===== src/rtl/i2c_write_ctrl.sv =====
// i2c_write_ctrl: sequences one I2C master write (START, address+W, ACK, data byte, ACK, STOP) per WEI strobe.
// Ports: clk/rst (sync active-high), WEI write strobe, wdata[7:0] payload byte, sda_in sampled SDA level,
//        scl (1 = released), sda_oe (1 = pull SDA low), busy, ack_err (sticky NACK), status = {30'b0, ack_err, busy}.
module i2c_write_ctrl #(
    parameter int         CLK_DIV    = 250,
    parameter logic [6:0] SLAVE_ADDR = 7'h3C
) (
    input  logic        clk,
    input  logic        rst,
    input  logic        WEI,
    input  logic [31:0] wdata,
    input  logic        sda_in,
    output logic        scl,
    output logic        sda_oe,
    output logic        busy,
    output logic        ack_err,
    output logic [31:0] status
);
    localparam int CW = (CLK_DIV > 1) ? $clog2(CLK_DIV) : 1;
    typedef enum logic [2:0] {IDLE, START, ADDR, ACK1, DATA, ACK2, STOP} state_t;
    state_t        state_q, state_d;
    logic [CW-1:0] qcnt_q, qcnt_d;
    logic [1:0]    quarter_q, quarter_d;
    logic [2:0]    bit_q, bit_d;
    logic [7:0]    shift_q, shift_d, data_q, data_d;
    logic          busy_q, busy_d, ack_err_q, ack_err_d;
    logic          q_end, slot_end, sample;
    logic          unused_wdata;
    assign unused_wdata = ^wdata[31:8];
    assign q_end    = (qcnt_q == CW'(CLK_DIV - 1));
    assign slot_end = q_end && (quarter_q == 2'd3);
    // ACK is sampled on the last cycle of q2, while SCL is high
    assign sample   = q_end && (quarter_q == 2'd2);
    always_ff @(posedge clk) begin
        if (rst) begin
            state_q   <= IDLE;
            qcnt_q    <= '0;
            quarter_q <= '0;
            bit_q     <= '0;
            shift_q   <= '0;
            data_q    <= '0;
            busy_q    <= 1'b0;
            ack_err_q <= 1'b0;
        end else begin
            state_q   <= state_d;
            qcnt_q    <= qcnt_d;
            quarter_q <= quarter_d;
            bit_q     <= bit_d;
            shift_q   <= shift_d;
            data_q    <= data_d;
            busy_q    <= busy_d;
            ack_err_q <= ack_err_d;
        end
    end
    always_comb begin
        state_d   = state_q;
        qcnt_d    = qcnt_q;
        quarter_d = quarter_q;
        bit_d     = bit_q;
        shift_d   = shift_q;
        data_d    = data_q;
        busy_d    = busy_q;
        ack_err_d = ack_err_q;
        if (state_q == IDLE) begin
            if (WEI) begin
                state_d   = START;
                data_d    = wdata[7:0];
                shift_d   = {SLAVE_ADDR, 1'b0};
                ack_err_d = 1'b0;
                busy_d    = 1'b1;
                qcnt_d    = '0;
                quarter_d = '0;
                bit_d     = '0;
            end
        end else begin
            qcnt_d    = q_end ? '0 : qcnt_q + 1'b1;
            quarter_d = q_end ? quarter_q + 1'b1 : quarter_q;
            if (sample && (state_q == ACK1 || state_q == ACK2) && sda_in)
                ack_err_d = 1'b1;
            if (slot_end) begin
                case (state_q)
                    START: state_d = ADDR;
                    ADDR, DATA: begin
                        shift_d = {shift_q[6:0], 1'b0};
                        bit_d   = bit_q + 1'b1;
                        if (bit_q == 3'd7)
                            state_d = (state_q == ADDR) ? ACK1 : ACK2;
                    end
                    // ack_err_q already holds the q2 sample of this slot
                    ACK1: begin
                        state_d = ack_err_q ? STOP : DATA;
                        shift_d = ack_err_q ? shift_q : data_q;
                    end
                    ACK2: state_d = STOP;
                    STOP: begin
                        state_d = IDLE;
                        busy_d  = 1'b0;
                    end
                    default: state_d = IDLE;
                endcase
            end
        end
    end
    always_comb begin
        scl    = 1'b1;
        sda_oe = 1'b0;
        case (state_q)
            START: sda_oe = quarter_q[1];
            ADDR, DATA: begin
                scl    = quarter_q[1];
                sda_oe = ~shift_q[7];
            end
            ACK1, ACK2: scl = quarter_q[1];
            STOP: begin
                scl    = (quarter_q != 2'd0);
                sda_oe = ~quarter_q[1];
            end
            default: ;
        endcase
    end
    assign busy    = busy_q;
    assign ack_err = ack_err_q;
    assign status  = {30'b0, ack_err_q, busy_q};
endmodule


===== config.mk =====
export PLATFORM = sky130hd
export DESIGN_NAME = i2c_write_ctrl
export DESIGN_NICKNAME = d
export VERILOG_FILES = /design/src/rtl/i2c_write_ctrl.sv
export SDC_FILE = /design/constraint.sdc
export NUM_CORES = 1
export LEC_CHECK = 0
export CAP_MARGIN = 15
export CORE_MARGIN = 10
export CORE_UTILIZATION = 45
export CTS_CLUSTER_SIZE = 25
export DETAILED_ROUTE_END_ITERATION = 8
export PLACE_DENSITY = 0.8
export SYNTH_ARGS = -nofsm -noshare
export SYNTH_HDL_FRONTEND = slang
export SYNTH_SLANG_ARGS = --single-unit

===== constraint.sdc =====
create_clock -name clk -period 3.4 [get_ports clk]
set_input_delay 0.51 -clock clk [delete_from_list [all_inputs] [get_ports clk]]
set_output_delay 0.51 -clock clk [all_outputs]
set_load 0.005 [all_outputs]

Word level (Yosys, flattened, before mapping)
Cells that the tools add are included.
{"block": "op_classes", "addsub": 3, "n_eq_ne": 13, "mux": 31, "bitwise_logic": 2, "n_reduce_logical": 22}
{"cell": "two-way mux 8 bit", "n": 7}
{"cell": "two-way mux 3 bit", "n": 9}
{"cell": "case mux 8 bit (2 select lines)", "n": 1}
{"cell": "== test 3 bit (second input constant)", "n": 4}
{"cell": "case mux 3 bit (4 select lines)", "n": 1}
{"cell": "nonzero test 2 bit", "n": 6}
{"cell": "AND reduction 3 bit", "n": 3}
{"cell": "adder 8 x 1 -> 8 bit (second input constant)", "n": 1}
{"cell": "== test 8 bit (second input constant)", "n": 1}
{"cell": "two-way mux 2 bit", "n": 4}
{"cell": "two-way mux 1 bit", "n": 7}
{"cell": "== test 3 x 2 -> 1 bit (second input constant)", "n": 2}
{"cell": "!= test 3 bit (second input constant)", "n": 2}
{"cell": "AND reduction 2 bit", "n": 3}
{"cell": "== test 2 bit (second input constant)", "n": 2}
{"cell": "logical AND 1 bit", "n": 4}
{"cell": "AND reduction 4 bit", "n": 1}
{"cell": "OR reduction 4 bit", "n": 1}
{"cell": "adder 3 x 1 -> 3 bit (second input constant)", "n": 1}
{"cell": "== test 3 x 1 -> 1 bit (second input constant)", "n": 1}
{"cell": "logical NOT 3 bit", "n": 1}
{"cell": "case mux 1 bit (3 select lines)", "n": 1}
{"cell": "nonzero test 3 bit", "n": 1}
{"cell": "adder 2 x 1 -> 2 bit (second input constant)", "n": 1}
{"cell": "5 further kinds", "n": 6}
{"block": "totals", "ff_bits": 34, "output_inout_bits": 36, "wordCells": 79}

Depth between registers and ports, before layout
Gate-level depths: netlist (run 1).
{"block": "logic_depth", "word_depth": 6, "ltp_mapped": 7, "depth_no_buf": 6}

Worst setup path before layout (run 1)
No wires, ideal clock.
{"block": "synth_timing", "path_kind": "register to register", "startpoint": "reg state_q[1]", "endpoint": "reg shift_q[1]", "setup_ns": 0.121, "arrival_ns": 1.607, "required_time_ns": 3.279, "path_slack_ns": 1.671, "stages_incl_launch_ff": 8, "n_path_buf": 3, "cell_sequence": "dfxtp_1 > buf_2 > or3_1 > buf_2 > nand4_2 > a22o_1 > buf_6 > mux2_4"}
{"block": "synth_between", "elab_chain_cells": 5, "word_cells_on_any_way": 13, "classes_between": "eq/ne: 5; mux: 3; reduce/logical: 5"}
{"element": "start, declared", "line": "21", "text": "state_t state_q, state_d;"}
{"element": "start signal, assigned", "line": "45", "text": "state_q <= state_d;"}
{"element": "== test 3 x 2 -> 1 bit / == test 3 bit (equally long branches)", "line": "81", "text": "case (state_q)"}
{"element": "OR reduction 2 bit", "line": "81"}
{"element": "case mux 8 bit (2 select lines)", "line": "81"}
{"element": "two-way mux 8 bit", "line": "80", "text": "if (slot_end) begin"}
{"element": "two-way mux 8 bit", "line": "64", "text": "if (state_q == IDLE) begin"}
{"element": "end signal, assigned", "line": "49", "text": "shift_q <= shift_d;"}
{"element": "end, declared", "line": "25", "text": "logic [7:0] shift_q, shift_d, data_q, data_d;"}
Several ways; a longest one is shown, not always the timed one. The select of a mux whose other input is x is not followed.
A chain may end at the register's enable or synchronous reset.

Worst setup path after layout (run 1)
{"block": "layout_timing", "startpoint": "reg state_q[2]", "endpoint": "out sda_oe"}
{"block": "layout_between", "elab_chain_cells": 3, "word_cells_on_any_way": 6, "classes_between": "eq/ne: 4; mux: 1; reduce/logical: 1"}
{"element": "== test 3 x 2 -> 1 bit / == test 3 bit (equally long branches)", "line": "107", "text": "case (state_q)"}
{"element": "OR reduction 2 bit", "line": "107"}
{"element": "case mux 1 bit (3 select lines) (*)", "line": "107"}
{"element": "end, declared", "line": "14", "text": "output logic sda_oe,"}
Every way passes the cells marked *; elsewhere a longest branch is shown, timed or not.

==> summary.txt, run 1 <==
Run status
  • Status: complete, no violations

Route
  • Drt pass-1 iters: 4
  • Drt total wl: 4281 microns
  • Initial DRC count: 102
  • Post-DRT Antenna Nets: 0
  • Max layer used: met4
  • Vias after detailed routing: 1,590
  • Met2 wire length: 1998 microns
  • Drt drc: 0
  • Detail Route met3 WL: 349 microns
  • Vias per std cell: 5.265
  • Met1 WL: 1895 microns
  • Routed length per placed instance: 14.18 microns

Final layout
  • Footprint of the multi-input gates: 1144 sq um
  • Antenna cells: 0
  • Cell Count, Final, Fillers Out: 302
  • Share of layout cells above drive strength 1: 9.200%
  • NumNets Final: 292
  • Fillcell total: 430
  • Cell area after layout: 2207 sq um
  • Storage cell area: 680.7 sq um
  • Layout area overhead: 6.845%

Clocking
  • Root Driver: clkbuf_8
  • Setup bufs post-CTS: 0
  • CTS buffer count: 5
  • CTS H-tree lvls: 2
  • Reg clk slew, reported paths: 0.07 ns
  • Post-cts resize count: 0
  • Clock buffer depth: 2
  • Insertion delay to the later sink of the worst-skew pair: 0.29 ns
  • Clk sinks: 34
  • Hold-fix buffers, CTS: 0
  • CTS tree: yes

Synth
  • Ys Warns: 0
  • Library cells used by synthesis: 44
  • Synthesized area: 2066 sq um
  • Post-synth EDFFs: 0
  • Synth Flop Type: dfxtp_1
  • Syn Area/Cell: 8.501 sq um
  • Post-synth ARST share: 0%
  • Seq/Total Area, Yosys: 32.95%
  • Synth Register Bits: 34
  • Syn Inst Count: 243

Global routing
  • Initial antenna violation count: 0
  • Total track usage: 10.85%
  • Global route overflow: 0
  • Vias in the first global route: 1,492
  • Pin count of the biggest net entering global routing: 19
  • First-pass GRT wire length: 6824 microns

Critical path
  • Crit path max fanout: 13
  • Nature of the critical path startpoint: register
  • Crit path max-delay family: flip-flops
  • Crit. End Element: output pin
  • CP bufs+invs: 1
  • Worst Path Arrival: 1.98 ns
  • RR Startpoint: state_q[1]
  • RR Endpoint: shift_q[5]
  • R2r worst-path depth: 4
  • Critical path cell sequence: nand2b_1 > o21ai_0 > a22oi_1 > o22ai_1 > clkdlybuf4s50_1
  • Worst path slowest cell: dfxtp_1
  • CP peak stage delay: 0.60 ns
  • Reg2Reg Setup Slack: 1.11 ns
  • Worst EP required: 2.89 ns
  • Kind of critical path: register to output pin

Min path
  • HP Class: register to register
  • Hold Path End: data_q[0]
  • Hold path start: data_q[0]
  • WHS Path Cells: 2

Timing
  • Final worst slack: 0.9141 ns
  • Final hold vios: 0
  • Max Freq: 402.3 MHz
  • Worst Max-Slew Pin Slew: 0.9676 ns
  • Final Cycle Share: 73.11%
  • Final clock skew: 0.004383 ns
  • Max Slew Vio Count: 0
  • Final setup violation count: 0
  • Slew HR: 35.20%
  • Final min period: 2.486 ns
  • Final setup TNS: 0 ns
  • Unrepaired setup endpoints after global routing: no

Placement
  • Cell Count Post-Placement: 294
  • I/O Buffers: 17
  • Hpwl dp: 3112 microns
  • Worst slack, placed: 1.023 ns
  • Area after DPL: 2097 sq um
  • GPL Wtd Cong: 0.7679

Floorplan
  • Rows: 24
  • DIE AREA: 7701 sq um
  • Starting Density: 46.80%
  • Core area: 4414 sq um
  • # IOs: 72
  • Die width: 87.76 microns
  • Die Y: 87.76 microns

Power
  • Power density over the cells: 420.4 nW/um^2
  • Pleak: 0.9270 nW
  • Final total power: 0.9279 mW
  • Worst VDD drop: 0.1756 mV

Run
  • Max cap viols: 0
[per-stage QoR]
step           hold slack [ns]  utilization, %
4_1_cts                 0.4550           50.00
3_5_place_dp            0.4453           47.51
2_1_floorplan           0.4318               -
5_1_grt                 0.4822           50.00
3_3_place_gp            0.4448           47.51
6_report                0.4527           50.00
[final cells by class]
type | count | area share [%]
Timing Repair Buffer | 19 | 8.390
Multi-Input combinational cell | 183 | 51.81
Sequential cell | 34 | 30.84
Clock buffer | 8 | 4.989
Tap cell | 52 | 2.948
Inverter | 6 | 1.020
[worst max-delay path by stage]
stage,startpoint,end,slack [ns],depth (start not counted)
detailed placement,WEI,shift_q[7],1.02,4
finish,state_q[2],sda_oe,0.91,5
CTS,state_q[2],sda_oe,0.89,5
global placement,WEI,shift_q[4],1.07,4
floorplan,state_q[1],shift_q[1],1.67,7
global route,state_q[2],sda_oe,0.75,5
[cells in the final DEF (no fill, tap or decap), types with 2 or more instances in the layout]
master,n
a21oi_1,20
a311oi_1,7
a31oi_1,4
a41oi_1,2
and2_1,2
and3_1,2
buf_4,2
clkbuf_8,8
clkdlybuf4s50_1,17
conb_1,30
dfxtp_1,34
ha_1,7
inv_1,6
mux2_4,7
mux2i_1,12
nand2_1,30
nand2b_1,4
nand3_1,7
nor2_1,10
nor2b_1,9
nor3_1,3
o21ai_0,7
[cell usage after synthesis (3+ instances only)]
master / number / area, sq um
nand3_1: 7 / 35.03
clkbuf_1: 6 / 22.52
a21oi_1: 20 / 100.1
buf_4: 34 / 255.2
buf_2: 7 / 35.03
nand2b_1: 4 / 25.02
nand2_1: 30 / 112.6
nor2b_1: 9 / 56.30
nor2_1: 10 / 37.54
o21ai_0: 7 / 35.03
nor3_1: 3 / 15.01
a311oi_1: 7 / 61.31
ha_1: 7 / 87.58
mux2i_1: 12 / 120.1
inv_1: 6 / 22.52
dfxtp_1: 34 / 680.7
a31oi_1: 4 / 25.02
mux2_4: 7 / 105.1
[registers in the layout, indices dropped and copies added (netlist names)]
name       cells
ack_err        1
bit_q          3
busy           1
data_q         8
qcnt_q         8
quarter_q      2
shift_q        8
state_q        3
[metal layers]
layer	global-route usage (%)	up-vias
li1	-	793
met4	3.043	0
met3	4.643	6
met2	17.13	57
met5	0	-
met1	13.14	734
[worst register-to-register path, cell delays in order, from the launching register on]
cell and delay [ns]:
dfxtp_1 0.49, nor3_4 0.44, nand2_1 0.37, a22o_1 0.50, mux2_4 0.37
[where the power goes]
part	total (mW)	switching [mW]	leakage, nW	internal [mW]
Sequential	0.436	0.0178	0.277	0.418
Clock	0.354	0.149	0.0575	0.205
Combinational	0.139	0.0769	0.593	0.0616
[kinds of logic after synthesis]
kind of cell	share of synthesized area, %
AO/OA/AOI/OAI	15.14
XOR/XNOR	0.4241
buffers and inverters	16.96
other	0.1815
AND/OR/NAND/NOR	19.20
flip-flops	32.95
adder cells (fa/ha/maj)	4.240
multiplexers	10.90
No activity file was read; power rests on OpenSTA's default activity.
==> inputs of run 2 (changes only) <==
--- a/config.mk
+++ b/config.mk
@@ -7,10 +7,10 @@
 export LEC_CHECK = 0
 export CAP_MARGIN = 15
 export CORE_MARGIN = 10
-export CORE_UTILIZATION = 45
+export CORE_UTILIZATION = 41
 export CTS_CLUSTER_SIZE = 25
 export DETAILED_ROUTE_END_ITERATION = 8
-export PLACE_DENSITY = 0.8
+export PLACE_DENSITY = 0.77
 export SYNTH_ARGS = -nofsm -noshare
 export SYNTH_HDL_FRONTEND = slang
 export SYNTH_SLANG_ARGS = --single-unit
==> constraint.sdc (replaced) <==
create_clock -name clk -period 2.07 [get_ports clk]
set_input_delay 0.3105 -clock clk [delete_from_list [all_inputs] [get_ports clk]]
set_output_delay 0.3105 -clock clk [all_outputs]
set_load 0.005 [all_outputs]
==> run 2 against run 1 <==
Effect of this change: hold slack improved by 0.0060 ns; first-iteration DRC count down 55%; count of clock-buffer cells in the layout down 1; routed wire length grew 2.3%; register-to-register slack worse by 0.97 ns; design area up 5.2%; flip-flop and latch count did not move; die area increased by 7.5%; total power up 58%.
==> summary.txt, run 2 (synthesized netlist as in run 1, its figures left out) <==
Critical path
  • Reg2Reg Setup Slack: 0.14 ns
  • Nature of the critical path startpoint: register
  • Crit path max-delay family: buffers and inverters
  • CP peak stage delay: 0.52 ns
  • Crit path max fanout: 10
  • Kind of critical path: register to output pin
  • R2r worst-path depth: 6
  • Worst path slowest cell: clkdlybuf4s50_1
  • CP bufs+invs: 1
  • Critical path cell sequence: or2_2 > o22ai_2 > clkdlybuf4s50_1
  • Worst Path Arrival: 1.67 ns
  • Crit. End Element: output pin
  • RR Endpoint: shift_q[5]
  • RR Startpoint: qcnt_q[1]
  • Worst EP required: 1.76 ns

Clocking
  • Insertion delay to the later sink of the worst-skew pair: 0.28 ns
  • CTS buffer count: 5
  • Root Driver: clkbuf_8
  • CTS H-tree lvls: 2
  • Clk sinks: 34
  • Reg clk slew, reported paths: 0.07 ns
  • Clock buffer depth: 2
  • CTS tree: yes

Route
  • Post-DRT Antenna Nets: 0
  • Max layer used: met4
  • Vias after detailed routing: 1,620
  • Drt total wl: 4379 microns
  • Met2 wire length: 2008 microns
  • Initial DRC count: 46
  • Drt pass-1 iters: 4
  • Vias per std cell: 4.909
  • Met1 WL: 2070 microns
  • Detail Route met3 WL: 243 microns
  • Drt drc: 0
  • Routed length per placed instance: 13.27 microns

Floorplan
  • Die Y: 90.98 microns
  • DIE AREA: 8277 sq um
  • Die width: 90.98 microns
  • Rows: 25
  • Starting Density: 42.88%
  • Core area: 4817 sq um
  • # IOs: 72

Final layout
  • Finished Core Util: 48.18%
  • Cell Count, Final, Fillers Out: 330
  • Layout area overhead: 12.36%
  • Cell area after layout: 2321 sq um
  • Commonest non-fill, non-tap cells in the layout: nand2_1, conb_1, dfxtp_1
  • Share of layout cells above drive strength 1: 15.21%
  • Antenna cells: 0
  • NumNets Final: 305
  • Largest registers: data_q: 8 flops, qcnt_q: 8 flops, shift_q: 8 flops

Timing
  • Final min period: 1.984 ns
  • Final setup violation count: 0
  • Final worst slack: 0.08600 ns
  • Max Slew Vio Count: 0
  • Final clock skew: 0.003985 ns
  • Final Cycle Share: 95.85%
  • Hold Worst Slack: 0.4586 ns
  • Final hold vios: 0
  • Final setup TNS: 0 ns
  • Max Freq: 504.0 MHz

Global routing
  • Initial antenna violation count: 0
  • Total track usage: 10.52%
  • First-pass GRT wire length: 7355 microns
  • Pin count of the biggest net entering global routing: 22
  • Vias in the first global route: 1,602
  • Global route overflow: 0

Power
  • Clock share of power: 34.2%
  • Power density over the cells: 633.5 nW/um^2
  • Comb power frac: 17.6%
  • Pleak: 0.9914 nW
  • Flop pwr share: 48.1%
  • Switching power: 0.3961 mW
  • Worst VDD drop: 0.4269 mV
  • Final total power: 1.470 mW
  • Switch share: 26.94%
  • Cell Int Power: 1.074 mW

Min path
  • Hold Path End: data_q[0]
  • Hold path start: data_q[0]
  • HP Class: register to register
  • WHS Path Cells: 2

Run status
  • Status: complete, no violations

Placement
  • Area after DPL: 2191 sq um
  • Cell Count Post-Placement: 319
  • I/O Buffers: 17
  • GPL Wtd Cong: 0.8186
  • Hpwl dp: 3197 microns
  • Worst slack, placed: 0.1175 ns

Run
  • Max cap viols: 0
-- run 2: cell types whose count changed in the layout (fill, tap and decap cells not counted), moves of 2 or more --
| cell | before | now |
|---|---|---|
| buf_4 | 2 | 15 |
| clkbuf_8 | 8 | 6 |
| dfxtp_1 | 34 | 30 |
| dfxtp_2 | 0 | 3 |
-- run 2: metal layers --
metal  vias to the layer above  global-route usage, %
met4                         0                  3.655
met1                       757                  12.98
met2                        43                  16.29
li1                        816                      -
met5                         -                      0
met3                         4                  4.115
-- run 2: worst max path at each step --
stage	cells after the start	start	endpoint
detailed placement	5	state_q[2]	sda_oe
floorplan	7	state_q[1]	shift_q[1]
global placement	6	qcnt_q[1]	shift_q[7]
finish	3	state_q[1]	sda_oe
CTS	6	quarter_q[0]	scl
global route	5	quarter_q[1]	sda_oe
-- run 2: repair_timing --
| action | 4_1_cts | 5_1_grt |
|---|---|---|
| endpoints found under the setup margin | 2 | 2 |
| hold buffers | 0 | 0 |
| gates resized for setup | 4 | 3 |
| buffers inserted | 0 | 3 |
-- run 2: layout make-up --
| class | count | area (sq um) |
|---|---|---|
| fill | 504 | 2496 |
| multi-input combinational | 183 | 1150 |
| sequential | 34 | 688.2 |
| timing repair buffer | 32 | 285.3 |
| clock buffer | 7 | 86.33 |
| tap | 67 | 83.83 |
| inverter | 6 | 22.52 |
| clock inverter | 1 | 5.005 |
-- run 2: power by group through the flow --
stage	registers (mW)	logic, mW	clock network [mW]
2_1_floorplan	0.717	0.224	0
3_3_place_gp	0.721	0.251	0
3_5_place_dp	0.722	0.255	0
4_1_cts	0.707	0.256	0.517
5_1_grt	0.712	0.291	0.544
6_report	0.708	0.259	0.503
-- run 2: tightest hold or removal path, cell delays in order, from the launching register on --
cell and delay (ns):
dfxtp_1 0.31, nand2_1 0.05, a21oi_1 0.05
==> inputs of run 3 (changes only) <==
--- a/config.mk
+++ b/config.mk
@@ -8,6 +8,7 @@
 export CAP_MARGIN = 15
 export CORE_MARGIN = 10
 export CORE_UTILIZATION = 41
+export CTS_CLUSTER_DIAMETER = 100
 export CTS_CLUSTER_SIZE = 25
 export DETAILED_ROUTE_END_ITERATION = 8
 export PLACE_DENSITY = 0.77
==> results of run 3 <==
No change in the layout: final DEF, timing and power equal those of run 2.
==> edit 1, RTL diff (flow settings as in run 3) <==
Change the parameter `CLK_DIV` from 250 to 125.
--- a/src/rtl/i2c_write_ctrl.sv
+++ b/src/rtl/i2c_write_ctrl.sv
@@ -2,7 +2,7 @@
 // Ports: clk/rst (sync active-high), WEI write strobe, wdata[7:0] payload byte, sda_in sampled SDA level,
 //        scl (1 = released), sda_oe (1 = pull SDA low), busy, ack_err (sticky NACK), status = {30'b0, ack_err, busy}.
 module i2c_write_ctrl #(
-    parameter int         CLK_DIV    = 250,
+    parameter int         CLK_DIV    = 125,
     parameter logic [6:0] SLAVE_ADDR = 7'h3C
 ) (
     input  logic        clk,
Formal check against the unedited RTL: no difference found for any inputs over 10 cycles, from zero or initial values and one cycle with rst high; that may be too few to reach the edited logic, so the function may still have changed.
==> edit 1 against run 3 <==
Final area fell by 2.3%. Critical path type is now reg -> reg. Largest cell class unchanged. Routed wire length up 5.0%. Synthesized area is 0.73% lower. Via count up 6.4%. Clock power decreased by 6.0%. Setup slack improved by 0.24 ns. Total power is 3.9% lower. Sequential cell count shrank 1.
==> edit 1: results (changes against run 3) <==
[place]
detailedPlace.worstSlack_ns=0.129  ; was 0.117 ns
placedInstanceArea_um2=2170  ; was 2190 µm²
hpwl_um=3450  ; was 3200 µm
gp_congestion=0.869  ; was 0.819

[setup_path]
ff2ff_path_depth=5  ; was 6
crit_fanout=14  ; was 10
worstReg2RegEnd=qcnt_q[3]$_SDFFE_PP0P_  ; was shift_q[5]$_SDFFE_PP0P_
worstReg2RegStart=state_q[0]$_SDFFE_PP0P_  ; was qcnt_q[1]$_SDFFE_PP0P_
r2r_slack_ns=0.33  ; was 0.14 ns

[cts]
cts.htree.levels=2  ; unchanged
root_buffer=clkbuf_8  ; unchanged
cts_resized=2  ; was 4
cts_buffer_depth=2  ; unchanged

[timing]
finalClockSkew_ns=0.00316  ; was 0.00399 ns
max-slew-margin-rel_pct=60.3

[detailed_routing]
route.detailed.wl_per_inst_um=13.5  ; was 13.3 µm
vias_per_cell=5.06  ; was 4.91
drt_iter0_drc=87  ; was 46

[yosys]
synth_common_cells=dfxtp_1 (33), buf_4 (32), nand2_1 (32), a21oi_1 (28), nor2_1 (14)  ; was buf_4 (34), dfxtp_1 (34), nand2_1 (30), a21oi_1 (20), mux2i_1 (12)
async_reset_ff_share_pct=0  ; unchanged
synth_area_leaders=dfxtp_1 (32%), buf_4 (12%), a21oi_1 (6.8%)  ; was dfxtp_1 (33%), buf_4 (12%), mux2i_1 (5.8%)
ys_types=46  ; was 44
yosysSeqAreaShare_pct=32.2  ; was 32.9%
yosysWarnings=0  ; unchanged

[pwr]
p_leak_uw=0.000871  ; was 0.000991 µW
p_int_uw=1000  ; was 1070 µW
vdd_drop_max_v=0.000393  ; was 0.000427 V

[grt]
grt_first_pass_wirelength_um=7870  ; was 7360 µm
grt_usage_pct=11.2  ; was 10.5%
grt_max_degree=18  ; was 22
antenna_found_initial=0  ; unchanged

[worst_hold_path]
min_from=data_q[1]$_SDFFE_PP0P_  ; was data_q[0]$_SDFFE_PP0P_
hold_end=data_q[1]$_SDFFE_PP0P_  ; was data_q[0]$_SDFFE_PP0P_

[final_layout]
nets=316  ; was 305
antenna_cells=0  ; unchanged
drive_gt1_share_pct=10.2  ; was 15.2%
top_regs=data_q (8), shift_q (8), qcnt_q (7)  ; was data_q (8), qcnt_q (8), shift_q (8)

[run_status]
outcome=finished clean  ; unchanged

## edit 1: final cells by class
type / count / area, µm²
fillers: 484 / 2520
repair buffers: 26 / 243
well taps: 67 / 83.8
clock inverters: 3 / 17.5
flip-flops and latches: 33 / 667
clock buffers: 5 / 68.8
multi-input cells: 196 / 1150
inverters: 11 / 41.3
## edit 1: kinds of logic (layout without fill, tap and decap cells)
family                   after synthesis  count (layout)  share of synthesized area, %
adder cells (fa/ha/maj)                8               8                          4.76
AND/OR/NAND/NOR                       87              87                          21.7
XOR/XNOR                               1               1                         0.427
multiplexers                           5               5                          2.44
buffers and inverters                 57              45                          17.3
AO/OA/AOI/OAI                         65              65                          21.0
flip-flops                            33              33                          32.2
other                                  1              30                         0.183
## edit 1: worst max-delay path: stages (launching register included)
cell and delay [ns]:
dfxtp_1 0.38, buf_4 0.22, or3_1 0.48, nor2_1 0.27, a21oi_1 0.07, a211oi_1 0.23
## edit 1: power groups by stage
stage | clock network, µW | registers [µW] | logic [µW]
2_1_floorplan | 0 | 695 | 218
3_3_place_gp | 0 | 703 | 240
3_5_place_dp | 0 | 704 | 246
4_1_cts | 485 | 689 | 247
5_1_grt | 509 | 692 | 280
6_report | 473 | 689 | 250
## edit 1: worst max path at each step
stage | cells after the start | slack, ns | to | from
CTS | 6 | 0.0005 | scl | quarter_q[0]$_SDFFE_PP0P_
floorplan | 6 | 0.54 | bit_q[2]$_SDFFE_PP0P_ | qcnt_q[0]$_SDFFE_PP0P_
finish | 5 | 0.33 | qcnt_q[3]$_SDFFE_PP0P_ | state_q[0]$_SDFFE_PP0P_
global placement | 5 | 0.17 | shift_q[3]$_SDFFE_PP0P_ | WEI
global route | 6 | 0.15 | bit_q[1]$_SDFFE_PP0P_ | qcnt_q[0]$_SDFFE_PP0P_
detailed placement | 5 | 0.13 | shift_q[4]$_SDFFE_PP0P_ | WEI
## edit 1: metal layers
metal	GRT usage (%)	wire length (µm)	vias up	part of all wire, %
met1	12.5	2010	802	44
met4	5.31	72	0	1.6
met5	0	0	-	0
met2	18.8	2200	41	48
met3	3.41	318	7	6.9
li1	-	-	874	-
## edit 1: through the flow
stage	power (µW)	util [%]	hold slack, ns	instances
floorplan	913	-	0.432	286
global placement	943	45.3	0.445	333
detailed placement	950	45.3	0.449	333
CTS	1420	47.2	0.459	341
global route	1480	47.4	0.483	341
finish	1410	47.4	0.456	341
==> edit 2, RTL diff (flow settings as in run 3) <==
Made on the original files. Take the reset off `shift_q` and `data_q` and load them in a clocked block of their own.
--- a/src/rtl/i2c_write_ctrl.sv
+++ b/src/rtl/i2c_write_ctrl.sv
@@ -37,8 +37,6 @@
             qcnt_q    <= '0;
             quarter_q <= '0;
             bit_q     <= '0;
-            shift_q   <= '0;
-            data_q    <= '0;
             busy_q    <= 1'b0;
             ack_err_q <= 1'b0;
         end else begin
@@ -46,11 +44,14 @@
             qcnt_q    <= qcnt_d;
             quarter_q <= quarter_d;
             bit_q     <= bit_d;
-            shift_q   <= shift_d;
-            data_q    <= data_d;
             busy_q    <= busy_d;
             ack_err_q <= ack_err_d;
         end
+    end
+
+    always_ff @(posedge clk) begin
+        shift_q <= shift_d;
+        data_q  <= data_d;
     end
     always_comb begin
         state_d   = state_q;
Check against the original RTL: no difference found for any inputs over 10 cycles, from zero or initial values and one cycle with rst high; that may be too few to reach the edited logic, so the function may still have changed.
==> edit 2 against run 3 <==
Global-route usage fell by 0.32 points. Final area increased by 0.97%. Setup slack improved by 0.17 ns. Total power increased by 19%. Synthesized area down 3.9%. Via count down 6.4%. Combinational power about the same. Sequential cell count unchanged. Utilization increased by 1.8 points. First-iteration DRC count rose by 91%. Critical path depth is 2 higher. Routed wire length shrank 6.6%. Critical path type is now reg -> reg. Critical endpoint is now shift_q[3]$_SDFFCE_PP1P_. Highest routed layer unchanged.
==> edit 2: results (changes against run 3) <==
[grt]
antenna_found_initial=0  ; unchanged
grt_pass1_vias=1405  ; was 1602
grt_usage_pct=10.2  ; was 10.5%
grt_max_degree=16  ; was 22
grt_first_pass_wirelength_um=6490  ; was 7360 µm

[cts]
cts_buffers=5  ; unchanged
postCtsSetupBuffers=0  ; unchanged
root_buffer=clkbuf_8  ; unchanged
cts_buffer_depth=2  ; unchanged
path_clk_slew_ns=0.07  ; about the same
cts_resized=2  ; was 4
insertion_delay_ns=0.29

[detailed_routing]
routed_wl_um=4090  ; was 4380 µm
wl_met1_um=1780  ; was 2070 µm
wl_met3_um=347  ; was 243 µm
firstDrtPassIters=4  ; unchanged
drt_iter0_drc=88  ; was 46
wl_met2_um=1890  ; was 2010 µm
vias_per_cell=5.21  ; was 4.91

[place]
hpwl_um=3050  ; was 3200 µm
gp_congestion=0.795  ; was 0.819
io_buffers=17  ; unchanged

[setup_path]
critPathMaxStageDelay_ns=0.53
crit_fanout=8  ; was 10
worstReg2RegEnd=shift_q[3]$_SDFFCE_PP1P_  ; was shift_q[5]$_SDFFE_PP0P_
critPathSlowestCell=or4b_4  ; was clkdlybuf4s50_1
path_delay_family=simple AND/OR/NAND/NOR gates  ; was buffers and inverters
ff2ff_path_depth=5  ; was 6
r2r_slack_ns=0.26  ; was 0.14 ns
worstReg2RegStart=state_q[1]$_SDFFE_PP0P_  ; was qcnt_q[1]$_SDFFE_PP0P_

[pwr]
vdd_drop_max_v=0.000561  ; was 0.000427 V
p_int_uw=1340  ; was 1070 µW
p_leak_uw=0.000922  ; was 0.000991 µW
combPwrFrac_pct=14.7  ; was 17.6%
p_clk_share_pct=42.0  ; was 34.2%
pg_seq_uw=761  ; was 708 µW

[final_layout]
drive_gt1_share_pct=14.8  ; was 15.2%
nets=279  ; was 305
instances_no_fill=291  ; was 330
antenna_cells=0  ; unchanged
top_regs=data_q (8), qcnt_q (8), shift_q (8)  ; unchanged

[timing]
holdWs_ns=0.483  ; was 0.459 ns
finalClockSkew_ns=0.00387  ; was 0.00399 ns

[yosys]
synth_cells=207  ; was 243
async_reset_ff_share_pct=0  ; unchanged
synth_area_leaders=edfxtp_1 (24%), dfxtp_1 (18%), buf_4 (12%)  ; was dfxtp_1 (33%), buf_4 (12%), mux2i_1 (5.8%)
yosysSeqAreaShare_pct=42.4  ; was 32.9%
ys_types=51  ; was 44
synth-edff-count=16  ; was 0
yosysWarnings=0  ; unchanged
synth_common_cells=buf_4 (33), a21oi_1 (21), dfxtp_1 (18), edfxtp_1 (16), nor2_1 (12)  ; was buf_4 (34), dfxtp_1 (34), nand2_1 (30), a21oi_1 (20), mux2i_1 (12)

[worst_hold_path]
hold_end=bit_q[1]$_SDFFE_PP0P_  ; was data_q[0]$_SDFFE_PP0P_
min_from=bit_q[1]$_SDFFE_PP0P_  ; was data_q[0]$_SDFFE_PP0P_
min_path_cells=1  ; was 2
hp-class=reg -> reg  ; unchanged

[run_status]
outcome=finished clean  ; unchanged

## edit 2: cells by family after synthesis
logic type / count (synthesis) / share of synthesized area [%]
simple gates: 59 / 17.6
compound gates: 55 / 17.8
flops: 34 / 42.4
xor+xnor: 1 / 0.441
mux: 2 / 1.01
other cells: 1 / 0.189
fa+ha+maj: 8 / 4.92
buf+inv: 47 / 15.7
## edit 2: worst max path at each step
stage | to | from | cells after the start
5_1_grt | shift_q[4]$_SDFFCE_PP1P_ | qcnt_q[0]$_SDFFE_PP0P_ | 5
4_1_cts | scl | state_q[1]$_SDFFE_PP0P_ | 5
3_3_place_gp | shift_q[1]$_SDFFCE_PP0P_ | WEI | 5
6_report | shift_q[3]$_SDFFCE_PP1P_ | state_q[1]$_SDFFE_PP0P_ | 5
3_5_place_dp | shift_q[1]$_SDFFCE_PP0P_ | WEI | 5
2_1_floorplan | shift_q[0]$_SDFFCE_PP0P_ | qcnt_q[0]$_SDFFE_PP0P_ | 4
## edit 2: layout make-up
| type | count | area [µm²] |
|---|---|---|
| Fill cell | 416 | 2350 |
| Multi-Input combinational cell | 155 | 948 |
| Sequential cell | 34 | 847 |
| Timing Repair Buffer | 33 | 317 |
| Clock buffer | 5 | 68.8 |
| Clock inverter | 3 | 68.8 |
| Tap cell | 54 | 67.6 |
| Inverter | 7 | 26.3 |
## edit 2: routing by layer
metal | vias up | track usage [%]
met3 | 6 | 3.16
met5 | - | 0
met1 | 710 | 11.8
li1 | 750 | -
met4 | 0 | 4.77
met2 | 50 | 16.9
## edit 2: per-stage QoR
stage	setup WS, ns	instance area, µm²
after floorplan	0.271	2090
after global placement	-0.0262	2190
after detailed placement	-0.0129	2190
after CTS	0.00196	2330
after global routing	0.134	2340
final	0.260	2340
